--- src/rtl/pipeline_hazard_control_pkg.sv ---
// Shared constants for the SiMPLE pipeline controller: opcodes, next-PC select
// encodings, per-stage metadata record and the decode helper that fills it.
package pipeline_hazard_control_pkg;

    localparam logic [6:0] OPC_LOAD   = 7'b0000011;
    localparam logic [6:0] OPC_STORE  = 7'b0100011;
    localparam logic [6:0] OPC_OP     = 7'b0110011;
    localparam logic [6:0] OPC_OP_IMM = 7'b0010011;
    localparam logic [6:0] OPC_LUI    = 7'b0110111;
    localparam logic [6:0] OPC_AUIPC  = 7'b0010111;
    localparam logic [6:0] OPC_JAL    = 7'b1101111;
    localparam logic [6:0] OPC_JALR   = 7'b1100111;
    localparam logic [6:0] OPC_BRANCH = 7'b1100011;

    localparam logic [1:0] CTL_PC_PC4     = 2'd0;
    localparam logic [1:0] CTL_PC_PC_IMM  = 2'd1;
    localparam logic [1:0] CTL_PC_RS1_IMM = 2'd2;

    typedef enum logic [1:0] {
        CTI_NONE   = 2'd0,
        CTI_BRANCH = 2'd1,
        CTI_JAL    = 2'd2,
        CTI_JALR   = 2'd3
    } cti_t;

    typedef struct packed {
        logic       valid;
        logic [4:0] rd;
        logic       writes_rd;
        logic       is_load;
        logic       is_mem;
        cti_t       cti;
    } stage_meta_t;

    localparam stage_meta_t META_EMPTY = '{valid: 1'b0, rd: 5'd0, writes_rd: 1'b0,
                                           is_load: 1'b0, is_mem: 1'b0, cti: CTI_NONE};

    // rd is only kept for writers so store/branch immediate bits never look like a destination
    function automatic stage_meta_t decode_meta(input logic valid, input logic [6:0] opcode,
                                                input logic [4:0] rd);
        stage_meta_t m;
        m = META_EMPTY;
        m.valid = valid;
        case (opcode)
            OPC_LOAD: begin
                m.writes_rd = 1'b1;
                m.is_load   = 1'b1;
                m.is_mem    = 1'b1;
            end
            OPC_STORE:  m.is_mem = 1'b1;
            OPC_OP, OPC_OP_IMM, OPC_LUI, OPC_AUIPC: m.writes_rd = 1'b1;
            OPC_JAL: begin
                m.writes_rd = 1'b1;
                m.cti       = CTI_JAL;
            end
            OPC_JALR: begin
                m.writes_rd = 1'b1;
                m.cti       = CTI_JALR;
            end
            OPC_BRANCH: m.cti = CTI_BRANCH;
            default:    m.cti = CTI_NONE;
        endcase
        m.rd = m.writes_rd ? rd : 5'd0;
        return m;
    endfunction

endpackage

--- src/rtl/pipeline_stage_meta.sv ---
// Metadata shift register for pipeline stages 1..NUM_STAGES-1. Stage 1 loads the
// fetch entry, stage 2 loads the decoded entry, older stages shift; clear beats advance.
module pipeline_stage_meta
    import pipeline_hazard_control_pkg::*;
#(
    parameter int NUM_STAGES = 5
) (
    input  logic                  clock,
    input  logic                  reset_n,
    input  stage_meta_t           head_in,
    input  stage_meta_t           decode_in,
    input  logic [NUM_STAGES-1:1] advance,
    input  logic [NUM_STAGES-1:1] clear,
    output stage_meta_t           meta [1:NUM_STAGES-1]
);

    stage_meta_t src_s [1:NUM_STAGES-1];

    // source entry each stage would load on advance
    always_comb begin
        src_s[1] = head_in;
        src_s[2] = decode_in;
        for (int s = 3; s < NUM_STAGES; s++) begin
            src_s[s] = meta[s-1];
        end
    end

    // per-stage load / clear / hold
    always_ff @(posedge clock or negedge reset_n) begin
        if (!reset_n) begin
            for (int s = 1; s < NUM_STAGES; s++) begin
                meta[s] <= META_EMPTY;
            end
        end else begin
            for (int s = 1; s < NUM_STAGES; s++) begin
                if (clear[s]) begin
                    meta[s] <= META_EMPTY;
                end else if (advance[s]) begin
                    meta[s] <= src_s[s];
                end
            end
        end
    end

endmodule

--- src/rtl/pipeline_hazard_control.sv ---
// Hazard controller for the SiMPLE pipeline: memory-wait stall, control-transfer flush,
// RAW interlock. Define FORWARDING_EN for a load-use-only interlock (bypass network present).
module pipeline_hazard_control
    import pipeline_hazard_control_pkg::*;
#(
    parameter int NUM_STAGES   = 5,
    parameter int BRANCH_STAGE = 2,
    parameter int CNT_W        = 32
) (
    input  logic                  clock,
    input  logic                  reset_n,
    input  logic                  inst_available,
    input  logic                  data_available,
    input  logic [6:0]            id_opcode,
    input  logic [4:0]            id_rs1,
    input  logic [4:0]            id_rs2,
    input  logic [4:0]            id_rd,
    input  logic                  take_branch,
    output logic                  pc_write_enable,
    output logic [1:0]            next_pc_select,
    output logic [NUM_STAGES-1:0] stage_advance,
    output logic [NUM_STAGES-1:0] stage_valid,
    output logic                  flush,
    output logic                  load_use_stall,
    output logic                  mem_stall,
    output logic [CNT_W-1:0]      stall_count,
    output logic [CNT_W-1:0]      flush_count
);

    localparam int MEM_STAGE = NUM_STAGES - 2;
    localparam int WB_STAGE  = NUM_STAGES - 1;
    localparam logic [NUM_STAGES-1:1] FLUSH_MASK =
        (NUM_STAGES-1)'((64'd1 << BRANCH_STAGE) - 64'd1);

    stage_meta_t           meta_s [1:NUM_STAGES-1];
    stage_meta_t           head_s;
    stage_meta_t           decode_s;
    logic                  mem_wait_s;
    logic                  cti_take_s;
    logic                  raw_hit_s;
    logic [NUM_STAGES-1:1] adv_s;
    logic [NUM_STAGES-1:1] clr_s;
    logic [CNT_W-1:0]      stall_cnt_r;
    logic [CNT_W-1:0]      flush_cnt_r;

    // fetch entry carries only validity; decode fills the rest when it leaves stage 1
    always_comb begin
        head_s       = META_EMPTY;
        head_s.valid = inst_available;
        decode_s     = decode_meta(meta_s[1].valid, id_opcode, id_rd);
    end

    pipeline_stage_meta #(
        .NUM_STAGES(NUM_STAGES)
    ) u_meta (
        .clock    (clock),
        .reset_n  (reset_n),
        .head_in  (head_s),
        .decode_in(decode_s),
        .advance  (adv_s),
        .clear    (clr_s),
        .meta     (meta_s)
    );

    // raw hazard conditions before priority resolution
    always_comb begin
        mem_wait_s = meta_s[MEM_STAGE].valid & meta_s[MEM_STAGE].is_mem & ~data_available;
        case (meta_s[BRANCH_STAGE].cti)
            CTI_JAL, CTI_JALR: cti_take_s = meta_s[BRANCH_STAGE].valid;
            CTI_BRANCH:        cti_take_s = meta_s[BRANCH_STAGE].valid & take_branch;
            default:           cti_take_s = 1'b0;
        endcase
        raw_hit_s = 1'b0;
`ifdef FORWARDING_EN
        raw_hit_s = meta_s[2].valid & meta_s[2].is_load & (meta_s[2].rd != 5'd0) &
                    ((meta_s[2].rd == id_rs1) | (meta_s[2].rd == id_rs2));
`else
        for (int s = 2; s < NUM_STAGES; s++) begin
            raw_hit_s = raw_hit_s | (meta_s[s].valid & meta_s[s].writes_rd &
                        (meta_s[s].rd != 5'd0) &
                        ((meta_s[s].rd == id_rs1) | (meta_s[s].rd == id_rs2)));
        end
`endif
        raw_hit_s = raw_hit_s & meta_s[1].valid;
    end

    // priority: memory wait, then flush, then RAW interlock, else normal flow / fetch bubble
    always_comb begin
        adv_s           = {(NUM_STAGES-1){1'b1}};
        clr_s           = {(NUM_STAGES-1){1'b0}};
        pc_write_enable = inst_available;
        next_pc_select  = CTL_PC_PC4;
        flush           = 1'b0;
        load_use_stall  = 1'b0;
        mem_stall       = 1'b0;
        if (mem_wait_s) begin
            mem_stall       = 1'b1;
            adv_s           = {(NUM_STAGES-1){1'b0}};
            clr_s[WB_STAGE] = 1'b1;
            pc_write_enable = 1'b0;
        end else if (cti_take_s) begin
            flush           = 1'b1;
            clr_s           = FLUSH_MASK;
            pc_write_enable = 1'b1;
            next_pc_select  = (meta_s[BRANCH_STAGE].cti == CTI_JALR) ? CTL_PC_RS1_IMM
                                                                     : CTL_PC_PC_IMM;
        end else if (raw_hit_s) begin
            load_use_stall  = 1'b1;
            adv_s[1]        = 1'b0;
            clr_s[2]        = 1'b1;
            pc_write_enable = 1'b0;
        end else begin
            pc_write_enable = inst_available;
        end
    end

    // per-stage views exported to the datapath
    always_comb begin
        stage_valid[0] = inst_available;
        for (int s = 1; s < NUM_STAGES; s++) begin
            stage_valid[s] = meta_s[s].valid;
        end
        stage_advance = {adv_s & ~clr_s, pc_write_enable};
    end

    // wrapping stall / flush event counters
    always_ff @(posedge clock or negedge reset_n) begin
        if (!reset_n) begin
            stall_cnt_r <= {CNT_W{1'b0}};
            flush_cnt_r <= {CNT_W{1'b0}};
        end else begin
            if (mem_stall | load_use_stall) begin
                stall_cnt_r <= stall_cnt_r + {{(CNT_W-1){1'b0}}, 1'b1};
            end
            if (flush) begin
                flush_cnt_r <= flush_cnt_r + {{(CNT_W-1){1'b0}}, 1'b1};
            end
        end
    end

    assign stall_count = stall_cnt_r;
    assign flush_count = flush_cnt_r;

endmodule

--- config.mk ---
export PLATFORM = sky130hd
export DESIGN_NAME = pipeline_hazard_control
export DESIGN_NICKNAME = d
export VERILOG_FILES = /design/src/rtl/pipeline_hazard_control_pkg.sv /design/src/rtl/pipeline_stage_meta.sv /design/src/rtl/pipeline_hazard_control.sv
export SDC_FILE = /design/constraint.sdc
export NUM_CORES = 1
export LEC_CHECK = 0
export CORE_MARGIN = 2
export CORE_UTILIZATION = 40
export DETAILED_ROUTE_END_ITERATION = 16
export GPL_TIMING_DRIVEN = 0
export HOLD_SLACK_MARGIN = 0.03
export PLACE_DENSITY = 0.67
export SLEW_MARGIN = 10
export SYNTH_ARGS = -nofsm -noshare
export SYNTH_HDL_FRONTEND = slang
export SYNTH_SLANG_ARGS = --single-unit
--- constraint.sdc ---
create_clock -name clock -period 3.3 [get_ports clock]
set_clock_uncertainty 0.2 [all_clocks]
set_input_delay 0.66 -clock clock [delete_from_list [all_inputs] [get_ports clock]]
set_output_delay 0.66 -clock clock [all_outputs]
set_load 0.01 [all_outputs]
==> impl_metrics.py, run 1 <==
metrics = {
    "status": {
        "status": "complete, no violations",
    },
    "logic_synthesis": {
        "ys_types": 46,
        "syn_inst": 413,
        "syn-num-nets": 442,
        "syn_area_sq_um": 4420,
        "synthTopCellsByArea": "dfrtp_1 51%, xnor2_1 14%, nand2_1 5.2%",
        "synth-async-reset-ratio_pct": 100,
        "synth_ff_type": "dfrtp_1",
        "ys_seq_area_share_pct": 51.0,
        "synth_top_area_share_pct": 51.0,
        "syn_area_per_cell_sq_um": 10.7,
        "synth_edf_count": 0,
        "synth_seq_cells": 90,
        "ys_warn_count": 0,
        "synth_top_area_cell": "dfrtp_1",
    },
    "setup_path": {
        "path_class": "input port to output pin",
        "cp_data_required_time_ns": 2.44,
        "crit_top_cell": "buf_4",
        "reg2regPathDepth": 11,
        "critical-path-top-delay-family": "buffers and inverters",
        "crit_slowest_cell": "dlygate4sd2_1",
        "start_kind": "input port",
        "endpoint_kind": "output pin",
        "cp.buffers_inverters": 5,
        "max_stage_delay_ns": 0.33,
        "cp_data_arrival_time_ns": 2.36,
        "r2r_slack_ns": 0.74,
        "path_cells": "dlygate4sd2_1, xnor2_2, nand3_1, o22ai_2, buf_4, a41oi_2, o21ai_4, buf_6, nor2_4, buf_4, buf_4",
        "cp_max_fo": 4,
        "timing.rr.start": "u_meta.meta[5]$_DFF_PN0_",
        "reg2reg_to": "stall_count[30]$_DFFE_PN0P_",
    },
    "grt": {
        "top_usage_layer": "met2",
        "grt_overflow": 0,
        "track_usage_pct": 18.9,
        "grt_pass1_vias": 3497,
        "met1_usage_pct": 25.2,
        "grt_antenna_before_repair": 0,
        "grt_max_degree": 64,
        "use_met3_pct": 3.23,
        "grt_pass1_wl_um": 17500,
        "grt_use_met2_pct": 31.4,
    },
    "routing": {
        "drt_iter0_drc": 128,
        "via_count": 3489,
        "ant_nets": 0,
        "via_per_inst": 5.06,
        "routedWlPerCell_um": 15.5,
        "routed_wl_um": 10700,
        "dr.pass1.iters": 4,
        "drcViolationCount": 0,
    },
    "power_and_ir_drop": {
        "peakVddDrop_mv": 0.218,
        "p_leak_uw": 0.00271,
        "p_per_area_nw_per_um2": 358,
        "p_total_uw": 2180,
    },
    "hold_path": {
        "holdPathEnd": "stall_count[31]$_DFFE_PN0P_",
        "min_path_cells": 1,
        "min_from": "stall_count[31]$_DFFE_PN0P_",
        "hp-class": "flop to flop",
    },
    "sta": {
        "rsz0062_at_grt": "false",
        "finalSetupTns_ns": 0,
        "worstMarginPinSlew_ns": 0.524,
        "final-hold-violation-count": 0,
        "finalCriticalPeriod_ns": 3.22,
        "min_period_over_period_pct": 97.4,
        "setup_viol": 0,
        "drv_slew": 0,
        "worst_hold_slack_ns": 0.277,
        "max_freq_ghz": 0.311,
        "relSlewSlack_pct": 64.8,
    },
    "floorplan": {
        "die_w_um": 109,
        "initial_core_util_pct": 40.9,
        "rows": 38,
        "fp.dieArea_sq_um": 11900,
        "io_pins": 107,
        "die_h_um": 109,
        "core-area_sq_um": 10800,
    },
    "clocking": {
        "htree_levels": 3,
        "cts.sinks": 90,
        "path_clk_slew_ns": 0.09,
        "cts_made_buffers": 9,
        "root_buffer": "clkbuf_8",
        "clockBufferDepth": 2,
        "clk-insertion-delay-late_ns": 0.35,
        "cts_tree": "built",
    },
    "placed_design": {
        "place_area_sq_um": 5680,
        "portBuffers": 106,
        "dp_hpwl_um": 7730,
        "gp_congestion": 0.829,
    },
    "layout": {
        "antennaDiodeCount": 0,
        "layout-drive-gt1-share_pct": 13.3,
        "syn_to_final_growth_pct": 37.7,
        "fin_nets": 573,
        "fin_util_pct": 56.4,
        "final_area_sq_um": 6080,
        "fillers": 959,
    },
    "flow_run": {
        "cap_violations": 0,
    },
}
[through the flow]
step / setup WS [ns] / instances
finish: 0.0843 / 689
global route: 0.00398 / 689
CTS: 0.00602 / 686
detailed placement: -1.06 / 660
global placement: -1.95 / 659
floorplan: 0.296 / 413
[synth_stat cells, drive strengths merged, types with 2 or more instances]
cell,number
nor3b,7
nor3,6
and4,2
a21boi,2
or2,2
nand2,61
nor4b,6
nor2,14
o311a,3
buf,11
a21oi,3
inv,5
clkbuf,4
nor4,4
and2,2
a32o,2
xor2,20
dfrtp,90
o22ai,3
nand3,32
xnor2,72
and3,13
or3,4
nand4,17
nor2b,8
a22o,8
ha,2
[cells in the final DEF, fill, tap and decap left out, types with 2 or more instances in the layout]
cell type,instances
a22o_1,8
buf_4,21
o22ai_1,2
clkbuf_1,4
nor3_2,2
ha_1,2
xnor2_1,70
and2_1,2
nand2_1,60
and3_1,13
clkbuf_8,10
a32o_1,2
clkdlybuf4s50_1,89
or2_2,2
or3_1,4
nor4_1,2
dlygate4sd2_1,12
a21oi_1,3
inv_1,4
nor2_1,12
nand4_1,17
nor2_4,2
bufinv_16,2
xnor2_2,2
nor3b_1,7
inv_6,2
dfrtp_1,87
buf_2,3
nor3_1,4
nand3_1,30
dfrtp_2,3
and4_1,2
o311a_1,3
nor4b_2,5
xor2_1,20
nor2b_1,7
[logic make-up (layout without fill, tap and decap cells)]
family                   Yosys count  after routing  synth area share (%)
adder cells (fa/ha/maj)            2              2                 0.566
multiplexers                       1              1                 0.255
flip-flops                        90             90                  51.0
buffers and inverters             21            157                  2.49
AND/OR/NAND/NOR                  181            181                  22.7
XOR/XNOR                          92             92                  18.2
AO/OA/AOI/OAI                     26             26                  4.84
[state kept, by name, indices dropped and copies added (netlist names)]
register,count
u_meta.meta,26
stall_count,32
flush_count,32
[worst reg2reg max path, stage by stage, from the launching register on]
cell	delay (ns)
dfrtp_1	0.40
buf_4	0.15
xnor2_1	0.17
nand3_1	0.13
o22ai_2	0.21
buf_4	0.16
a41oi_2	0.13
o21ai_4	0.10
buf_4	0.15
buf_2	0.21
nor4b_2	0.26
xor2_1	0.20
[what timing repair did]
item	CTS	global route
hold buffers	1	0
endpoints found under the setup margin	9	5
pin swaps	7	2
hold endpoints to repair	11	0
resized for setup	37	7
setup buffers	9	3
[worst max-delay path by stage]
stage,start,to,depth (start not counted)
2_1_floorplan,data_available,stage_advance[0],8
3_3_place_gp,reset_n,stall_count[3]$_DFFE_PN0P_,1
3_5_place_dp,data_available,stage_advance[0],10
4_1_cts,take_branch,next_pc_select[0],6
5_1_grt,id_rs2[0],stage_advance[0],11
6_report,id_rs2[4],stage_advance[0],11
[cell type report]
cell class / instances / area, sq um / share of cell area [%]
plain buffers: 15 / 97.6 / 1.60
clock buffers: 11 / 141 / 2.32
well taps: 140 / 175 / 2.88
inverters: 6 / 27.5 / 0.452
multi-input cells: 302 / 2130 / 35.1
repair buffers: 120 / 1170 / 19.2
clock inverters: 5 / 85.1 / 1.40
flip-flops and latches: 90 / 2260 / 37.1
[layer usage]
metal	part of all wire, %	wire [um]
met3	3.8	407
met1	45	4850
met5	0	0
met2	49	5290
met4	1.4	154
[power by group]
part	total, uW	switching, uW	internal [uW]
Combinational	183	83.6	99.3
Clock	849	395	454
Sequential	1150	26.5	1120
Total	2180	505	1670
No activity file was read; power rests on OpenSTA's default activity.
==> run 2: changes to the inputs <==
SLEW_MARGIN = 20   (was 10)
clock period = 3.75 ns   (was 3.3 ns; I/O delays follow)
==> run 2 against run 1 <==
Net effect: combinational power is 14% lower; sequential cell count stayed put; total power is 15% lower; setup slack worse by 0.034 ns; non-clock buffer count is 6 lower; worst hold slack worse by 0.19 ns; die area stayed put; core utilization is 0.75 points lower; largest power group unchanged; first-iteration DRC count is 14% lower; largest cell class unchanged; sequential share of layout area is 0.52 points higher; register-to-register slack better by 0.53 ns.
==> impl_metrics.py, run 2 (synthesis results as in run 1) <==
metrics = {
    "floorplan": {
        "rows": 38,
        "die_w_um": 109,
        "fp.dieArea_sq_um": 11900,
        "core-area_sq_um": 10800,
        "io_pins": 107,
        "die_h_um": 109,
        "initial_core_util_pct": 40.9,
    },
    "setup_path": {
        "crit_start": "id_rs2[4]",
        "start_kind": "input port",
        "cp_data_arrival_time_ns": 2.75,
        "cp_data_required_time_ns": 2.80,
        "timing.rr.start": "u_meta.meta[5]$_DFF_PN0_",
        "path_class": "input port to output pin",
        "reg2regPathDepth": 8,
        "endpoint_kind": "output pin",
        "r2r_slack_ns": 1.27,
        "cp_max_fo": 4,
    },
    "routing": {
        "routed_wl_um": 10600,
        "drcViolationCount": 0,
        "routedWlPerCell_um": 15.6,
        "via_per_inst": 5.12,
        "ant_nets": 0,
        "dr.pass1.iters": 4,
        "via_count": 3494,
        "drt_iter0_drc": 110,
    },
    "layout": {
        "layout.cells.most_common": "clkdlybuf4s50_1",
        "syn_to_final_growth_pct": 35.8,
        "final_area_sq_um": 6000,
        "most-common-layout-cells": "94 x clkdlybuf4s50_1, 86 x dfrtp_1, 72 x xnor2_1, 61 x nand2_1, 30 x nand3_1",
        "fillers": 969,
        "antennaDiodeCount": 0,
        "multi_input_area_sq_um": 2120,
        "layout-drive-gt1-share_pct": 11.6,
        "fin_nets": 567,
        "seq_area_sq_um": 2260,
    },
    "clocking": {
        "cts_made_buffers": 9,
        "clockBufferDepth": 2,
        "clk-insertion-delay-late_ns": 0.36,
        "cts_tree": "built",
        "cts.sinks": 90,
        "path_clk_slew_ns": 0.10,
        "htree_levels": 3,
        "root_buffer": "clkbuf_8",
    },
    "grt": {
        "grt_pass1_vias": 3519,
        "grt_antenna_before_repair": 0,
        "grt_overflow": 0,
        "grt_pass1_wl_um": 17400,
        "track_usage_pct": 18.9,
        "grt_max_degree": 49,
    },
    "power_and_ir_drop": {
        "p_per_area_nw_per_um2": 308,
        "peakVddDrop_mv": 0.180,
        "p_leak_uw": 0.00264,
    },
    "placed_design": {
        "gp_congestion": 0.829,
        "place_area_sq_um": 5680,
        "dp_hpwl_um": 7790,
        "place_ws_ns": -0.788,
        "portBuffers": 106,
    },
    "hold_path": {
        "hp-class": "input port to asynchronous set/reset pin",
    },
    "flow_run": {
        "cap_violations": 0,
    },
    "sta": {
        "final.setup.worst_slack_ns": 0.0502,
        "worstMarginPinSlew_ns": 0.508,
        "min_period_over_period_pct": 98.7,
        "drv_slew": 0,
        "relSlewSlack_pct": 66.1,
        "max_freq_ghz": 0.270,
        "finalCriticalPeriod_ns": 3.70,
        "setup_viol": 0,
        "rsz0062_at_grt": "true",
        "final-hold-violation-count": 0,
    },
    "status": {
        "status": "complete, no violations",
    },
}
[run 2: cell count changes in the layout (fill, tap and decap cells not counted), moves of 2 or more]
| cell | change |
|---|---|
| buf_4 | -6 |
| clkdlybuf4s50_1 | +5 |
| dlygate4sd2_1 | -2 |
| xnor2_1 | +2 |
| xnor2_2 | -2 |
[run 2: metal layers]
| metal | share of wire [%] | track usage [%] | wire length (um) |
|---|---|---|---|
| met3 | 3.7 | 3.05 | 396 |
| met4 | 1.9 | 7.42 | 204 |
| met1 | 45 | 24.8 | 4810 |
| met5 | 0 | 0 | 0 |
| met2 | 49 | 31.1 | 5210 |
[run 2: power breakdown]
part | switching (uW) | total [uW] | internal (uW) | leakage [uW]
registers | 23.8 | 1010 | 986 | 0.00123
clock network | 351 | 678 | 328 | 0.0000954
logic | 72.2 | 158 | 86.2 | 0.00131
[run 2: worst max-delay path, stage by stage]
cell,delay (ns)
dlygate4sd2_1,0.30
xnor2_1,0.21
nand3_1,0.13
o22ai_2,0.25
nand2_1,0.15
a21boi_4,0.25
nor2b_1,0.16
clkdlybuf4s50_1,0.56
[run 2: final cells by class]
cell class	count	share of cell area [%]
inverters	6	0.459
multi-input cells	302	35.3
well taps	140	2.92
plain buffers	15	1.56
flip-flops and latches	90	37.6
repair buffers	114	18.8
clock inverters	5	1.04
clock buffers	10	2.29
[run 2: final timing paths]
| kind | endpoint |
|---|---|
| setup / recovery | load_use_stall |
| hold / removal | flush_count[15]$_DFFE_PN0P_ |
| setup reg to reg | stall_count[30]$_DFFE_PN0P_ |
| hold reg to reg | stall_count[31]$_DFFE_PN0P_ |
| max in group asynchronous | stall_count[8]$_DFFE_PN0P_ |
| min in group clock | stall_count[31]$_DFFE_PN0P_ |
[run 2: stage by stage]
stage	utilization [%]	power, uW	hold WS, ns	cells	setup TNS (ns)
final	55.6	1850	0.0886	682	0
after global routing	55.6	1940	0.115	682	-0.0556
after CTS	55.3	1870	0.0988	680	0
after detailed placement	52.7	1190	0.249	660	-2.46
after global placement	52.4	1180	0.241	659	-144.76
after floorplan	-	1090	0.229	413	0
[run 2: timing repair]
action                     4_1_cts  5_1_grt
hold buffers                     0        0
pin swaps                        7        2
resized for setup               24        6
buffers inserted                 5        2
setup endpoints to repair        7        4
